===== config.mk =====
export PLATFORM = sky130hd
export DESIGN_NAME = codec_cfg_scheduler
export DESIGN_NICKNAME = d
export VERILOG_FILES = /design/src/rtl/codec_cfg_pkg.sv /design/src/rtl/i2c_write_engine.sv /design/src/rtl/codec_cfg_scheduler.sv
export SDC_FILE = /design/constraint.sdc
export NUM_CORES = 1
export LEC_CHECK = 0
export ABC_AREA = 1
export CAP_MARGIN = 20
export CORE_MARGIN = 8
export CORE_UTILIZATION = 35
export DETAILED_ROUTE_END_ITERATION = 10
export PLACE_DENSITY = 0.59
export SKIP_LAST_GASP = 1
export SLEW_MARGIN = 20
export SYNTH_ARGS = -nofsm -noshare
export SYNTH_HDL_FRONTEND = slang
export SYNTH_HIERARCHICAL = 1
export SYNTH_SLANG_ARGS = --single-unit

===== constraint.sdc =====
create_clock -name i_clk -period 1.6 [get_ports i_clk]
set_input_delay 0.24 -clock i_clk [delete_from_list [all_inputs] [get_ports i_clk]]
set_output_delay 0.24 -clock i_clk [all_outputs]
set_load 0.01 [all_outputs]

===== src/rtl/codec_cfg_pkg.sv =====
// Shared types and constants for the WM8731 control-bus scheduler and its write engine.
package codec_cfg_pkg;

  typedef enum logic [2:0] {
    S_IDLE,
    S_INIT_ISSUE,
    S_INIT_WAIT,
    S_RUN_ISSUE,
    S_RUN_WAIT
  } sched_state_t;

  typedef enum logic [3:0] {
    E_IDLE,
    E_LOAD,
    E_START,
    E_BIT_LO,
    E_BIT_HI,
    E_STOP0,
    E_STOP1,
    E_STOP2,
    E_BUF
  } eng_state_t;

  // Codec address 7'h1A shifted left with the write bit appended.
  localparam logic [7:0] WRITE_BYTE = 8'h34;

  // Each byte on the wire occupies 8 data slots followed by one ACK slot.
  localparam logic [3:0] ACK_SLOT = 4'd8;

  localparam int INIT_WORDS = 7;

  // Boot words as {reg_addr[6:0], reg_data[8:0]}.
  localparam logic [15:0] INIT_ROM [INIT_WORDS] = '{
    {7'h00, 9'h017},  // left line in: 0 dB, unmuted
    {7'h01, 9'h017},  // right line in: 0 dB, unmuted
    {7'h04, 9'h012},  // analog path: DAC selected, line input to ADC
    {7'h05, 9'h000},  // digital path: no de-emphasis, DAC soft mute off
    {7'h06, 9'h000},  // power down: everything powered
    {7'h07, 9'h042},  // interface format: master, I2S, 16 bit
    {7'h08, 9'h000}   // sampling control: normal mode, 48 kHz
  };

  // Builds the 24-bit frame the engine shifts out: address byte then register word.
  function automatic logic [23:0] frame_word(input logic [7:0] addr_byte,
                                             input logic [15:0] payload);
    return {addr_byte, payload};
  endfunction

endpackage


===== src/rtl/i2c_write_engine.sv =====
// Bit-level 2-wire write engine: START, 27 bit slots with ACK checks, STOP, bus-free time,
// with automatic resends of NACKed frames. All pin outputs come straight from flops.
module i2c_write_engine
  import codec_cfg_pkg::*;
#(
  parameter int CLK_DIV   = 4,
  parameter int MAX_RETRY = 2
) (
  input  logic        i_clk,
  input  logic        i_rst,
  input  logic        eng_go,
  input  logic [23:0] eng_word,
  input  logic        i_sdat,
  output logic        eng_done,
  output logic        o_nack_fatal,
  output logic        o_sclk,
  output logic        o_sdat,
  output logic        o_oen
);

  localparam int PW = $clog2(CLK_DIV);
  localparam int RW = $clog2(MAX_RETRY + 2);

  eng_state_t     st, st_n;
  logic [PW-1:0]  phase, phase_n;
  logic [3:0]     bitpos, bitpos_n;
  logic [1:0]     bytecnt, bytecnt_n;
  logic [23:0]    word, word_n;
  logic [23:0]    sh, sh_n;
  logic [RW-1:0]  retry, retry_n;
  logic           nack, nack_n;
  logic           sclk_n, sdat_n, oen_n;
  logic           phase_last;
  logic           resend;

  assign phase_last   = (phase == PW'(CLK_DIV - 1));
  assign resend       = nack && (retry < RW'(MAX_RETRY));
  assign eng_done     = (st == E_BUF) && phase_last && !resend;
  assign o_nack_fatal = eng_done && nack;

  // Next-state logic: every timed state runs CLK_DIV cycles, bit slots walk the shift register.
  always_comb begin
    st_n      = st;
    phase_n   = phase;
    bitpos_n  = bitpos;
    bytecnt_n = bytecnt;
    word_n    = word;
    sh_n      = sh;
    retry_n   = retry;
    nack_n    = nack;
    if (st != E_IDLE && st != E_LOAD) begin
      phase_n = phase_last ? '0 : phase + 1'b1;
    end
    case (st)
      E_IDLE: begin
        if (eng_go) begin
          st_n    = E_LOAD;
          word_n  = eng_word;
          retry_n = '0;
          nack_n  = 1'b0;
        end
      end
      E_LOAD: begin
        st_n      = E_START;
        phase_n   = '0;
        sh_n      = word;
        bitpos_n  = '0;
        bytecnt_n = '0;
      end
      E_START: begin
        if (phase_last) st_n = E_BIT_LO;
      end
      E_BIT_LO: begin
        if (phase_last) st_n = E_BIT_HI;
      end
      E_BIT_HI: begin
        if (phase_last) begin
          if (bitpos == ACK_SLOT) begin
            if (i_sdat) begin
              st_n   = E_STOP0;
              nack_n = 1'b1;
            end else if (bytecnt == 2'd2) begin
              st_n = E_STOP0;
            end else begin
              st_n      = E_BIT_LO;
              bitpos_n  = '0;
              bytecnt_n = bytecnt + 1'b1;
            end
          end else begin
            st_n     = E_BIT_LO;
            bitpos_n = bitpos + 1'b1;
            sh_n     = {sh[22:0], 1'b0};
          end
        end
      end
      E_STOP0: begin
        if (phase_last) st_n = E_STOP1;
      end
      E_STOP1: begin
        if (phase_last) st_n = E_STOP2;
      end
      E_STOP2: begin
        if (phase_last) st_n = E_BUF;
      end
      E_BUF: begin
        if (phase_last) begin
          if (resend) begin
            st_n      = E_START;
            retry_n   = retry + 1'b1;
            nack_n    = 1'b0;
            sh_n      = word;
            bitpos_n  = '0;
            bytecnt_n = '0;
          end else begin
            st_n = E_IDLE;
          end
        end
      end
      default: st_n = E_IDLE;
    endcase
  end

  // Pin values for the state being entered, so the flops present them from the first cycle.
  always_comb begin
    sclk_n = 1'b1;
    sdat_n = 1'b1;
    oen_n  = 1'b1;
    case (st_n)
      E_START: sdat_n = 1'b0;
      E_BIT_LO, E_BIT_HI: begin
        sclk_n = (st_n == E_BIT_HI);
        if (bitpos_n == ACK_SLOT) oen_n = 1'b0;
        else sdat_n = sh_n[23];
      end
      E_STOP0: begin
        sclk_n = 1'b0;
        sdat_n = 1'b0;
      end
      E_STOP1: sdat_n = 1'b0;
      default: ;
    endcase
  end

  // State and pin registers; reset releases the bus high without a STOP.
  always_ff @(posedge i_clk) begin
    if (i_rst) begin
      st      <= E_IDLE;
      phase   <= '0;
      bitpos  <= '0;
      bytecnt <= '0;
      word    <= '0;
      sh      <= '0;
      retry   <= '0;
      nack    <= 1'b0;
      o_sclk  <= 1'b1;
      o_sdat  <= 1'b1;
      o_oen   <= 1'b1;
    end else begin
      st      <= st_n;
      phase   <= phase_n;
      bitpos  <= bitpos_n;
      bytecnt <= bytecnt_n;
      word    <= word_n;
      sh      <= sh_n;
      retry   <= retry_n;
      nack    <= nack_n;
      o_sclk  <= sclk_n;
      o_sdat  <= sdat_n;
      o_oen   <= oen_n;
    end
  end

endmodule


===== src/rtl/codec_cfg_scheduler.sv =====
// Sequences the WM8731 boot word list and then run-time register writes onto one shared
// 2-wire control bus, one frame at a time.
module codec_cfg_scheduler
  import codec_cfg_pkg::*;
#(
  parameter int         CLK_DIV   = 4,
  parameter logic [6:0] DEV_ADDR  = WRITE_BYTE[7:1],
  parameter int         N_INIT    = INIT_WORDS,
  parameter int         MAX_RETRY = 2
) (
  input  logic        i_clk,
  input  logic        i_rst,
  input  logic        i_start,
  input  logic        i_req_valid,
  input  logic [15:0] i_req_data,
  output logic        o_req_ready,
  input  logic        i_sdat,
  output logic        o_sclk,
  output logic        o_sdat,
  output logic        o_oen,
  output logic        o_init_done,
  output logic        o_busy,
  output logic        o_err
);

  localparam int         IW        = (N_INIT > 1) ? $clog2(N_INIT) : 1;
  localparam logic [7:0] ADDR_BYTE = {DEV_ADDR, 1'b0};

  sched_state_t   st;
  logic [IW-1:0]  idx;
  logic [15:0]    req_word;
  logic [15:0]    payload;
  logic           eng_go;
  logic [23:0]    eng_word;
  logic           eng_done;
  logic           nack_fatal;

  assign o_req_ready = (st == S_IDLE) && o_init_done && !i_start;
  assign o_busy      = (st != S_IDLE);
  assign eng_go      = (st == S_INIT_ISSUE) || (st == S_RUN_ISSUE);
  assign eng_word    = frame_word(ADDR_BYTE, payload);

  // Pick the register word for the frame being issued: boot list entry or latched request.
  always_comb begin
    payload = INIT_ROM[idx];
    if (st == S_RUN_ISSUE) payload = req_word;
  end

  // Scheduler: i_start wins over a same-cycle request and is only honoured while idle.
  always_ff @(posedge i_clk) begin
    if (i_rst) begin
      st          <= S_IDLE;
      idx         <= '0;
      req_word    <= '0;
      o_init_done <= 1'b0;
      o_err       <= 1'b0;
    end else begin
      case (st)
        S_IDLE: begin
          if (i_start) begin
            st          <= S_INIT_ISSUE;
            idx         <= '0;
            o_err       <= 1'b0;
            o_init_done <= 1'b0;
          end else if (i_req_valid && o_req_ready) begin
            req_word <= i_req_data;
            st       <= S_RUN_ISSUE;
          end
        end
        S_INIT_ISSUE: st <= S_INIT_WAIT;
        S_INIT_WAIT: begin
          if (eng_done) begin
            if (idx == IW'(N_INIT - 1)) begin
              st          <= S_IDLE;
              o_init_done <= 1'b1;
            end else begin
              idx <= idx + 1'b1;
              st  <= S_INIT_ISSUE;
            end
          end
        end
        S_RUN_ISSUE: st <= S_RUN_WAIT;
        S_RUN_WAIT: begin
          if (eng_done) st <= S_IDLE;
        end
        default: st <= S_IDLE;
      endcase
      if (eng_done && nack_fatal) o_err <= 1'b1;
    end
  end

  i2c_write_engine #(
    .CLK_DIV   (CLK_DIV),
    .MAX_RETRY (MAX_RETRY)
  ) u_engine (
    .i_clk        (i_clk),
    .i_rst        (i_rst),
    .eng_go       (eng_go),
    .eng_word     (eng_word),
    .i_sdat       (i_sdat),
    .eng_done     (eng_done),
    .o_nack_fatal (nack_fatal),
    .o_sclk       (o_sclk),
    .o_sdat       (o_sdat),
    .o_oen        (o_oen)
  );

endmodule


# --- Word level (Yosys, flattened, before mapping) ---
# Memory sizes are Yosys's and may differ from the RTL's.
# Index checks and enable logic that the tools add are counted.
classes:
  addsub: 5
  magnitude_cmp: 2
  n_eq_ne: 38
  mux: 67
  bitwise_logic: 3
  n_reduce_logical: 36
ops:
  columns: ["operator", "count"]
  rows:
  - ["24-bit 2-to-1 mux", 4]
  - ["24-bit one-hot mux with 3 select lines", 1]
  - ["4-bit 2-to-1 mux", 16]
  - ["16-bit 2-to-1 mux", 3]
  - ["4-bit one-hot mux with 9 select lines", 1]
  - ["4-bit by 3-bit == test with 1-bit output (second input constant)", 7]
  - ["3-bit 2-to-1 mux", 8]
  - ["2-bit 2-to-1 mux", 11]
  - ["2-bit inequality test (second input constant)", 10]
  - ["4-bit by 2-bit == test with 1-bit output (second input constant)", 4]
  - ["3-bit one-hot mux with 5 select lines", 1]
  - ["1-bit 2-to-1 mux", 14]
  - ["7-bit AND reduction", 2]
  - ["4-bit == test (second input constant)", 3]
  - ["4-bit one-hot mux with 3 select lines", 1]
  - ["4-bit AND reduction", 3]
  - ["1-bit logical AND", 9]
  - ["3-bit nonzero test", 3]
  - ["2-bit by 1-bit inequality test with 1-bit output (second input constant)", 4]
  - ["2-bit nonzero test", 4]
  - ["2-bit by 1-bit adder with 2-bit output (second input constant)", 3]
  - ["3-bit by 2-bit == test with 1-bit output (second input constant)", 2]
  - ["3-bit == test (second input constant)", 2]
  - ["1-bit one-hot mux with 2 select lines", 3]
  - ["other kinds (25)", 32]
word_totals:
  register_bits: 83
  mem_bits_ro: 128
  in_bits: 21
  output_inout_bits: 7
  wordCells: 169
  memories: 1
memory_table:
  columns: ["memory", "depth", "word_bits", "rd", "rd_ports_with_merged_regs", "wr", "line", "rtl"]
  rows:
  - ["(no name shown)", 8, 16, 1, 0, 0, "codec_cfg_scheduler.sv:45", "payload = INIT_ROM[idx];"]

# --- Longest topological paths before layout ---
# Gate-level depths: netlist (run 1).
logic_depth:
  ltp_word: 10
  mapped_depth: 13
  ltp_nobuf: 13

# --- By module ---
# Netlist (run 1), hierarchy kept.
by_module_without_submodules:
  columns: ["module", "n_inst", "cells_per_inst", "area_each_um2", "seq_area_each_um2"]
  rows:
  - ["i2c_write_engine", 1, 425, 3022.9, 1321.3]
  - ["codec_cfg_scheduler", 1, 225, 1382.6, 480.5]

# --- Least setup slack after synthesis (run 1) ---
# Ideal clock, no wire load.
synth_timing:
  path_kind: "reg2reg"
  startpoint: "register u_engine.phase[0]"
  endpoint: "register u_engine.o_oen"
  setup_ns: 0.117
  t_arrival_ns: 1.405
  required_ns: 1.483
  slack_ns: 0.078
  stages_incl_launch_ff: 11
  n_path_buf: 2
  period_less_slack_ns: 1.522
  cell_sequence: "dfxtp_1 -> ha_1 -> clkbuf_2 -> buf_2 -> nand2_1 -> nand3_1 -> nand3_1 -> inv_1 -> nand3_1 -> o21ai_1 -> nand2_1"
synth_between:
  elab_chain_cells: 7
  elab_cells_between_ends: 19
  cone_classes: "4 x eq/ne; 12 x mux; 1 x bitwise; 2 x reduce/logical"
synth_rtl:
  columns: ["item", "line", "rtl"]
  rows:
  - ["start, declared", "i2c_write_engine.sv:25", "logic [PW-1:0] phase, phase_n;"]
  - ["start signal, assigned", "i2c_write_engine.sv:160", "phase <= phase_n;"]
  - ["2-bit == test *", "i2c_write_engine.sv:36", "assign phase_last = (phase == PW'(CLK_DIV - 1));"]
  - ["4-bit 2-to-1 mux, or another cell as far along", "i2c_write_engine.sv:106", "if (phase_last) begin"]
  - ["4-bit one-hot mux with 9 select lines", "i2c_write_engine.sv:54", "case (st)"]
  - ["4-bit by 2-bit == test with 1-bit output or 4-bit by 3-bit == test with 1-bit output (tied branches)", "i2c_write_engine.sv:128", "case (st_n)"]
  - ["2-bit OR reduction", "i2c_write_engine.sv:128", null]
  - ["1-bit NOT (no source line)", null, null]
  - ["2-bit OR reduction (no source line)", null, null]
  - ["end signal, assigned", "i2c_write_engine.sv:169", "o_oen <= oen_n;"]
  - ["end, declared", "i2c_write_engine.sv:18", "output logic o_oen"]
# Every way passes the cells marked *; elsewhere a longest branch is shown, timed or not.
# A chain may end at the register's enable or synchronous reset.

# --- Worst setup path after layout (run 1) ---
layout_timing:
  startpoint: "register u_engine.st[0]"
  endpoint: "register u_engine.sh[7]"
layout_between:
  elab_chain_cells: 3
  elab_cells_between_ends: 10
  cone_classes: "7 x eq/ne; 1 x mux; 2 x reduce/logical"
layout_rtl:
  columns: ["item", "line", "rtl"]
  rows:
  - ["start, declared", "i2c_write_engine.sv:24", "eng_state_t st, st_n;"]
  - ["start signal, assigned", "i2c_write_engine.sv:159", "st <= st_n;"]
  - ["4-bit by 3-bit == test with 1-bit output, or another cell as far along", "i2c_write_engine.sv:54", null]
  - ["2-bit inequality test (no source line), or another cell as far along", null, null]
  - ["5-bit AND reduction (no source line)", null, null]
  - ["end signal, assigned", "i2c_write_engine.sv:164", "sh <= sh_n;"]
  - ["end, declared", "i2c_write_engine.sv:29", "logic [23:0] sh, sh_n;"]
# Parallel ways exist; a longest one is shown, timed or not.

==> metrics.md, run 1 <==
| Metric | Value |
|---|---|
| Die area | between 0.015 and 0.02 mm2 |
| Min Clock Period, post-route | about 1.6 ns |
| VDD IR-drop max | between 0.5 and 0.6 mV |
| Latest clock arrival within the worst-skew pair | about 0.35 ns |
| Hold Crit Depth | 2 |
| Worst-path clk slew | ~0.070 ns |
| DR DRC count | 0 |
| Fmax | around 630 MHz |
| Register bit total from synthesis | 90 |
| Clock network power share | 28.7% |
| PortBufs | 27 |
| Commonest non-fill, non-tap cells in the layout | nand2_1 (180), dfxtp_1 (81), a21oi_1 (72), nor2_1 (68), inv_1 (53) |
| Htree depth | 3 |
| Setup violations, final | 0 |
| Post-Layout Cell Count | around 900 |
| Avg WL per Cell | approximately 12 um |
| Mux contribution to synthesized area | 0% |
| Sequential share of power | between 30% and 40% |
| Complex-gate fraction of the synthesized area | 14.4% |
| Status | completed |
| GRT Total Usage | between 10 and 15% |
| Synth warn | 6 |
| DRT iter0 DRCs | roughly 220 |
| Largest family of logic cells by synthesized area | simple AND/OR/NAND/NOR gates |
| Worst R2R Path Depth | 10 |
| Critical setup path kind | register to register |
| Post-DP HPWL | roughly 7400 um |
| Dpl ws | -0.198 ns |
| Synth Area in XOR/XNOR | 0% |
| Die Span Y | roughly 130 um |
| Most common library cell in the layout ignoring fill and taps | nand2_1 |
| Vias in the first global route | a little under 4,000 |
| RSZ-0062 raised after global routing | yes |
| WL final | about 11,000 um |
| ANT cells | 0 |
| Initial antenna violation count | 0 |
| CTS Root Cell | clkbuf_16 |
| PnR Total Power | between 7 and 8 mW |
| Final Hold Fails | 0 |
| Seq/Total Area, Yosys | 40.9% |
| Final net count | ~760 |
| Top cell type's share of synthesized area | between 40% and 50% |
| Pint | approximately 4.7 mW |
| Final Skew | 0.00593 ns |
| Area of the mapped netlist | between 0.004 and 0.005 mm2 |
| Die X | 128 um |
| # rows | a little over 40 |
| First-pass GRT wire length | between 15,000 and 20,000 um |
| IO Count | 28 |
| Mapped Cells | 650 |
| Core Util, Final | between 40 and 50% |
| CP max FO | 6 |
| Combinational power share | 32.5% |
| Synthesis-to-finish area growth | 32.0% |
| Period Utilization, post-route | between 90 and 100% |
| Synth area leader | dfxtp_1 |
| Vias after detailed routing | around 4,200 |
| Share of cells above drive strength 1 | 20.2% |
| Simple-gate share of the synthesized area | 32.2% |
| Core area | 0.0125 mm2 |
| Final worst slack | around 0.024 ns |
| DRT Pass-1 Iters | 5 |
| Worst Setup End Kind | register |
| Pin count of the biggest net entering global routing | 39 |
| Antenna-violating nets left | 0 |
| Synth unique cells | 33 |
| Via density | 4.63 |
| PD cells | around 1300 mW/mm2 |
| Total global routing overflow | 0 |
| Clock sink count | 90 |
| Placed cells | just under 900 |
| Leakage | between 2 and 2.5 nW |
| RePlAce Congestion | 0.823 |
| Crit path DAT | roughly 1.8 ns |
| Net Sw Power | between 2 and 3 mW |
| WHS | 0.460 ns |
| Slew Viols, Final | 0 |
| Clock Path Buffers | 2 |
| Adder-Cell Fraction of Synth Area | 3.12% |
| Synth top area cells | dfxtp_1 (41%), nand2_1 (16%), a21oi_1 (9.8%) |
| CTS tree | built |
| Max Cap Viol | 0 |
| Synthesized area per cell | 6.78 um2 |
| Startpoint Class | register |
| Hold Crit Class | register to register |
| Num CTS Buffers | 9 |
| Switching Share | ~36% |
| Cts hold-fix bufs | 0 |
| Required @ worst endpoint | between 1.5 and 2 ns |
| Initial Util | between 30% and 40% |
-- worst paths after layout --
kind                                  start                           to  slack, ns
hold / removal           o_err$_SDFFE_PP0P_           o_err$_SDFFE_PP0P_       0.46
setup / recovery  u_engine/st[0]$_SDFF_PP0_  u_engine/sh[7]$_SDFFE_PP0P_       0.02
hold reg to reg          o_err$_SDFFE_PP0P_           o_err$_SDFFE_PP0P_       0.46
setup reg to reg  u_engine/st[0]$_SDFF_PP0_  u_engine/sh[7]$_SDFFE_PP0P_       0.02
-- final cells by class --
| cell class | count | area (um2) |
|---|---|---|
| inverter | 64 | 263 |
| sequential | 90 | 1820 |
| clock inverter | 7 | 67.6 |
| tap | 172 | 215 |
| clock buffer | 9 | 225 |
| fill | 1251 | 6650 |
| multi-input combinational | 476 | 2400 |
| timing repair buffer | 85 | 823 |
-- power groups by stage --
stage	Sequential, mW	Combinational (mW)	Clock, mW
5_1_grt	2.87	2.65	2.25
6_report	2.82	2.37	2.09
2_1_floorplan	2.81	1.44	0
3_3_place_gp	2.83	2.10	0
4_1_cts	2.80	2.18	2.15
3_5_place_dp	2.83	2.14	0
-- flip-flops by register name, summed over array words and instances (netlist names) --
| register | cells |
|---|---|
| o_init_done | 1 |
| u_engine/o_sclk | 1 |
| st | 3 |
| o_err | 1 |
| u_engine/sh | 24 |
| u_engine/nack | 1 |
| idx | 3 |
| req_word | 16 |
| u_engine/o_sdat | 1 |
| u_engine/st | 4 |
| u_engine/retry | 2 |
| u_engine/o_oen | 1 |
| u_engine/word | 24 |
| u_engine/bytecnt | 2 |
| u_engine/bitpos | 4 |
| u_engine/phase | 2 |
-- layer usage --
layer  track usage, %  routed length, um
met2             19.8               4710
met4             5.17                157
met3             2.87                399
met5                0                  0
met1             17.3               5240
-- Yosys cell counts --
master      n
a31oi_1     1
buf_2       9
and3_1      1
inv_2       6
a21oi_1    86
buf_4       2
nor2_4      2
ha_1       11
buf_6       5
nor2_2      7
dfxtp_1    90
a22oi_1     1
clkbuf_2    1
nor3_4      1
inv_1      55
clkbuf_1    8
nand2_1   187
nand2_2     3
inv_4       2
nand4_1     6
clkinv_1    1
nand3_2     2
o22ai_1     1
nor3_1      3
conb_1      2
o21ai_1    21
nand2_8     1
nor2_1     74
o21ai_0    13
nand2_4     3
nand3_1    41
buf_1       2
a211oi_1    2
-- stage by stage --
stage	instance area, um2	TNS, ns
6_report	5820	0
3_3_place_gp	5200	-0.240
3_5_place_dp	5200	-0.464
2_1_floorplan	4430	0
4_1_cts	5550	0
5_1_grt	5820	-0.422
-- logic make-up after synthesis --
| kind of cell | after synthesis |
|---|---|
| adders and majority gates | 11 |
| and+or+nand+nor | 331 |
| buffers and inverters | 91 |
| DFF | 90 |
| other | 2 |
| AOI/OAI and AO/OA | 125 |
-- critical path, cell delays in order, from the launching register on --
cell and delay, ns:
dfxtp_2 0.35, nor2_4 0.18, nand2_2 0.09, buf_4 0.16
nand3_4 0.07, nand2_4 0.07, inv_6 0.09, nand2_8 0.10
clkbuf_16 0.18, a21oi_1 0.12, a21oi_1 0.08
-- repair_timing --
action | in CTS | in global routing
cloned | 0 | 3
buffers inserted | 3 | 4
gates resized for setup | 20 | 55
pin swaps | 10 | 9
setup endpoints to repair | 19 | 54
Power figures use the tool's default switching activity.
==> run 2: changes to the inputs <==
--- a/config.mk
+++ b/config.mk
@@ -8,9 +8,9 @@
 export ABC_AREA = 1
 export CAP_MARGIN = 20
 export CORE_MARGIN = 8
-export CORE_UTILIZATION = 35
+export CORE_UTILIZATION = 54
 export DETAILED_ROUTE_END_ITERATION = 10
-export PLACE_DENSITY = 0.59
+export PLACE_DENSITY = 0.82
 export SKIP_LAST_GASP = 1
 export SLEW_MARGIN = 20
 export SYNTH_ARGS = -nofsm -noshare
==> metrics.md, run 2 (synthesis results as in run 1) <==
| Metric | Value |
|---|---|
| Avg WL per Cell | 12.9 um (was 11.6 um) |
| Die X | 106 um (was 128 um) |
| Commonest non-fill, non-tap cells in the layout | nand2_1 (181), dfxtp_1 (84), a21oi_1 (80), nor2_1 (67), inv_1 (53) (was nand2_1 (180), dfxtp_1 (81), a21oi_1 (72), nor2_1 (68), inv_1 (53)) |
| Pin count of the biggest net entering global routing | 38 (was 39) |
| First-pass GRT wire length | 17,400 um (was 17,700 um) |
| Hold Crit Class | register to register (unchanged) |
| Clock sink count | 90 (unchanged) |
| Setup violations, final | 4 (was 0) |
| Initial Util | 54.7% (was 35.3%) |
| Share of cells above drive strength 1 | 17.6% (was 20.2%) |
| Crit. Startpoint | u_engine/st[1]$_SDFF_PP0_ (was u_engine/st[0]$_SDFF_PP0_) |
| Worst Setup End Kind | register (unchanged) |
| Period Utilization, post-route | 108% (was 98.5%) |
| CTS tree | built (unchanged) |
| Final worst slack | -0.127 ns (was 0.0237 ns) |
| WL final | 10,700 um (was 10,500 um) |
| Final instance area | 0.00549 mm2 (was 0.00582 mm2) |
| Antenna-violating nets left | 0 (unchanged) |
| Placed Area | 0.00505 mm2 (was 0.00520 mm2) |
| DRT Pass-1 Iters | 7 (was 5) |
| VDD IR-drop max | 1.06 mV (was 0.544 mV) |
| Most common library cell in the layout ignoring fill and taps | nand2_1 (unchanged) |
| RePlAce Congestion | 0.927 (was 0.823) |
| DR DRC count | 0 (unchanged) |
| Largest registers | u_engine/sh: 24 flops, u_engine/word: 24 flops, req_word: 16 flops (unchanged) |
| Core area | 0.00805 mm2 (was 0.0125 mm2) |
| Initial antenna violation count | 0 (unchanged) |
| Critical setup path kind | register to register (unchanged) |
| Status | finished, violations left (was completed) |
| ANT cells | 0 (unchanged) |
| Placed cells | 801 (was 878) |
| GRT Total Usage | 18.2% (was 13.0%) |
| DRT iter0 DRCs | 293 (was 218) |
| RSZ-0062 raised after global routing | yes (unchanged) |
| R2R Path Start | u_engine/st[1]$_SDFF_PP0_ (was u_engine/st[0]$_SDFF_PP0_) |
| Synthesis-to-finish area growth | 24.7% (was 32.0%) |
| Final Hold Fails | 0 (unchanged) |
| Hold Startpoint | u_engine/word[2]$_SDFFE_PP0P_ (was o_err$_SDFFE_PP0P_) |
| Total global routing overflow | 0 (unchanged) |
| Required @ worst endpoint | 1.88 ns (was 1.84 ns) |
| Failing checks | negative setup slack |
| Crit path DAT | 2.00 ns (was 1.81 ns) |
| Startpoint Class | register (unchanged) |
| Leakage | 2.36 nW (was 2.45 nW) |
| Final net count | 753 (was 758) |
| Num CTS Buffers | 9 (unchanged) |
| Slew Viols, Final | 0 (unchanged) |
| Vias after detailed routing | 4,411 (was 4,179) |
| PortBufs | 27 (unchanged) |
| Final Skew | 0.0113 ns (was 0.00593 ns) |
| Min Clock Period, post-route | 1.73 ns (was 1.58 ns) |
| Clock Path Buffers | 2 (unchanged) |
| Htree depth | 3 (unchanged) |
| Vias in the first global route | 4,048 (was 3,885) |
| Worst-path clk slew | 0.10 ns (was 0.07 ns) |
| Latest clock arrival within the worst-skew pair | 0.36 ns (was 0.35 ns) |
| # rows | 33 (was 41) |
| CP max FO | 5 (was 6) |
| Via density | 5.31 (was 4.63) |
| Cts hold-fix bufs | 0 (unchanged) |
| PD cells | 1240 mW/mm2 (was 1250 mW/mm2) |
| Post-Layout Cell Count | 831 (was 903) |
| Post-DP HPWL | 7180 um (was 7360 um) |
| IO Count | 28 (unchanged) |
| CTS Root Cell | clkbuf_8 (was clkbuf_16) |
| Die Span Y | 106 um (was 128 um) |
| Fmax | 579 MHz (was 634 MHz) |
| Die area | 0.0113 mm2 (was 0.0164 mm2) |
| Max Cap Viol | 0 (unchanged) |
run 2: cell types whose count changed in the layout (fill, tap and decap cells not counted), sizes merged:
cell	previous run	this run
inv	67	66
clkbuf	11	10
dlygate4sd2	1	0
clkdlybuf4s15	0	1
clkinvlp	1	2
buf	57	55
bufinv	0	1
clkinv	3	1
nand2	195	194
run 2: worst max-delay path, stage by stage (launching register included):
cell and delay [ns]:
dfxtp_4 0.37, nor2_4 0.18, buf_4 0.14, buf_4 0.10, nand2_1 0.04, nand2_1 0.08, o21ai_0 0.08, nor3_1 0.32
o21ai_0 0.16, a21oi_1 0.17
run 2: final timing paths:
kind	endpoint	slack (ns)	depth (start not counted)
worst min-delay path	u_engine/sh[2]$_SDFFE_PP0P_	0.47	2
worst min register to register	u_engine/sh[2]$_SDFFE_PP0P_	0.47	2
worst max register to register	u_engine/nack$_SDFFE_PP0P_	-0.13	9
worst max-delay path	u_engine/nack$_SDFFE_PP0P_	-0.13	9
run 2: area by class of cell:
cell class	instances	area (um2)
well taps	105	131
inverters	64	253
flip-flops and latches	90	1810
clock buffers	10	128
clock inverters	6	71.3
repair buffers	81	759
fillers	633	2560
multi-input cells	475	2340
run 2: power by group:
part / total, mW / leakage, nW / internal [mW] / switching (mW)
logic: 2.39 / 1.53 / 0.996 / 1.39
registers: 2.81 / 0.733 / 2.58 / 0.232
clock network: 1.58 / 0.0939 / 0.740 / 0.841
total: 6.79 / 2.36 / 4.32 / 2.47
run 2: through the flow:
| stage | power [mW] | TNS, ns | worst slack (ns) | utilization [%] | hold slack [ns] |
|---|---|---|---|---|---|
| floorplan | 4.24 | 0 | 0.0783 | - | 0.309 |
| global placement | 4.86 | -0.459 | -0.183 | 62.7 | 0.448 |
| detailed placement | 4.96 | -1.61 | -0.198 | 62.7 | 0.458 |
| CTS | 6.54 | 0 | 0.00605 | 65.9 | 0.469 |
| global route | 7.18 | -1.34 | -0.226 | 68.2 | 0.489 |
| finish | 6.79 | -0.188 | -0.127 | 68.2 | 0.470 |
run 2: what timing repair did:
action,4_1_cts,5_1_grt
endpoints found under the setup margin,31,55
buffers inserted,5,9
gates resized for setup,15,38
pin swaps,2,5
run 2: metal layers:
layer / global-route usage [%] / part of all wire (%) / vias up
met2: 32.4 / 49 / 159
met3: 3.02 / 5.5 / 35
met4: 7.24 / 2.8 / 0
met5: 0 / 0 / -
li1: - / - / 2208
met1: 21.1 / 42 / 2009
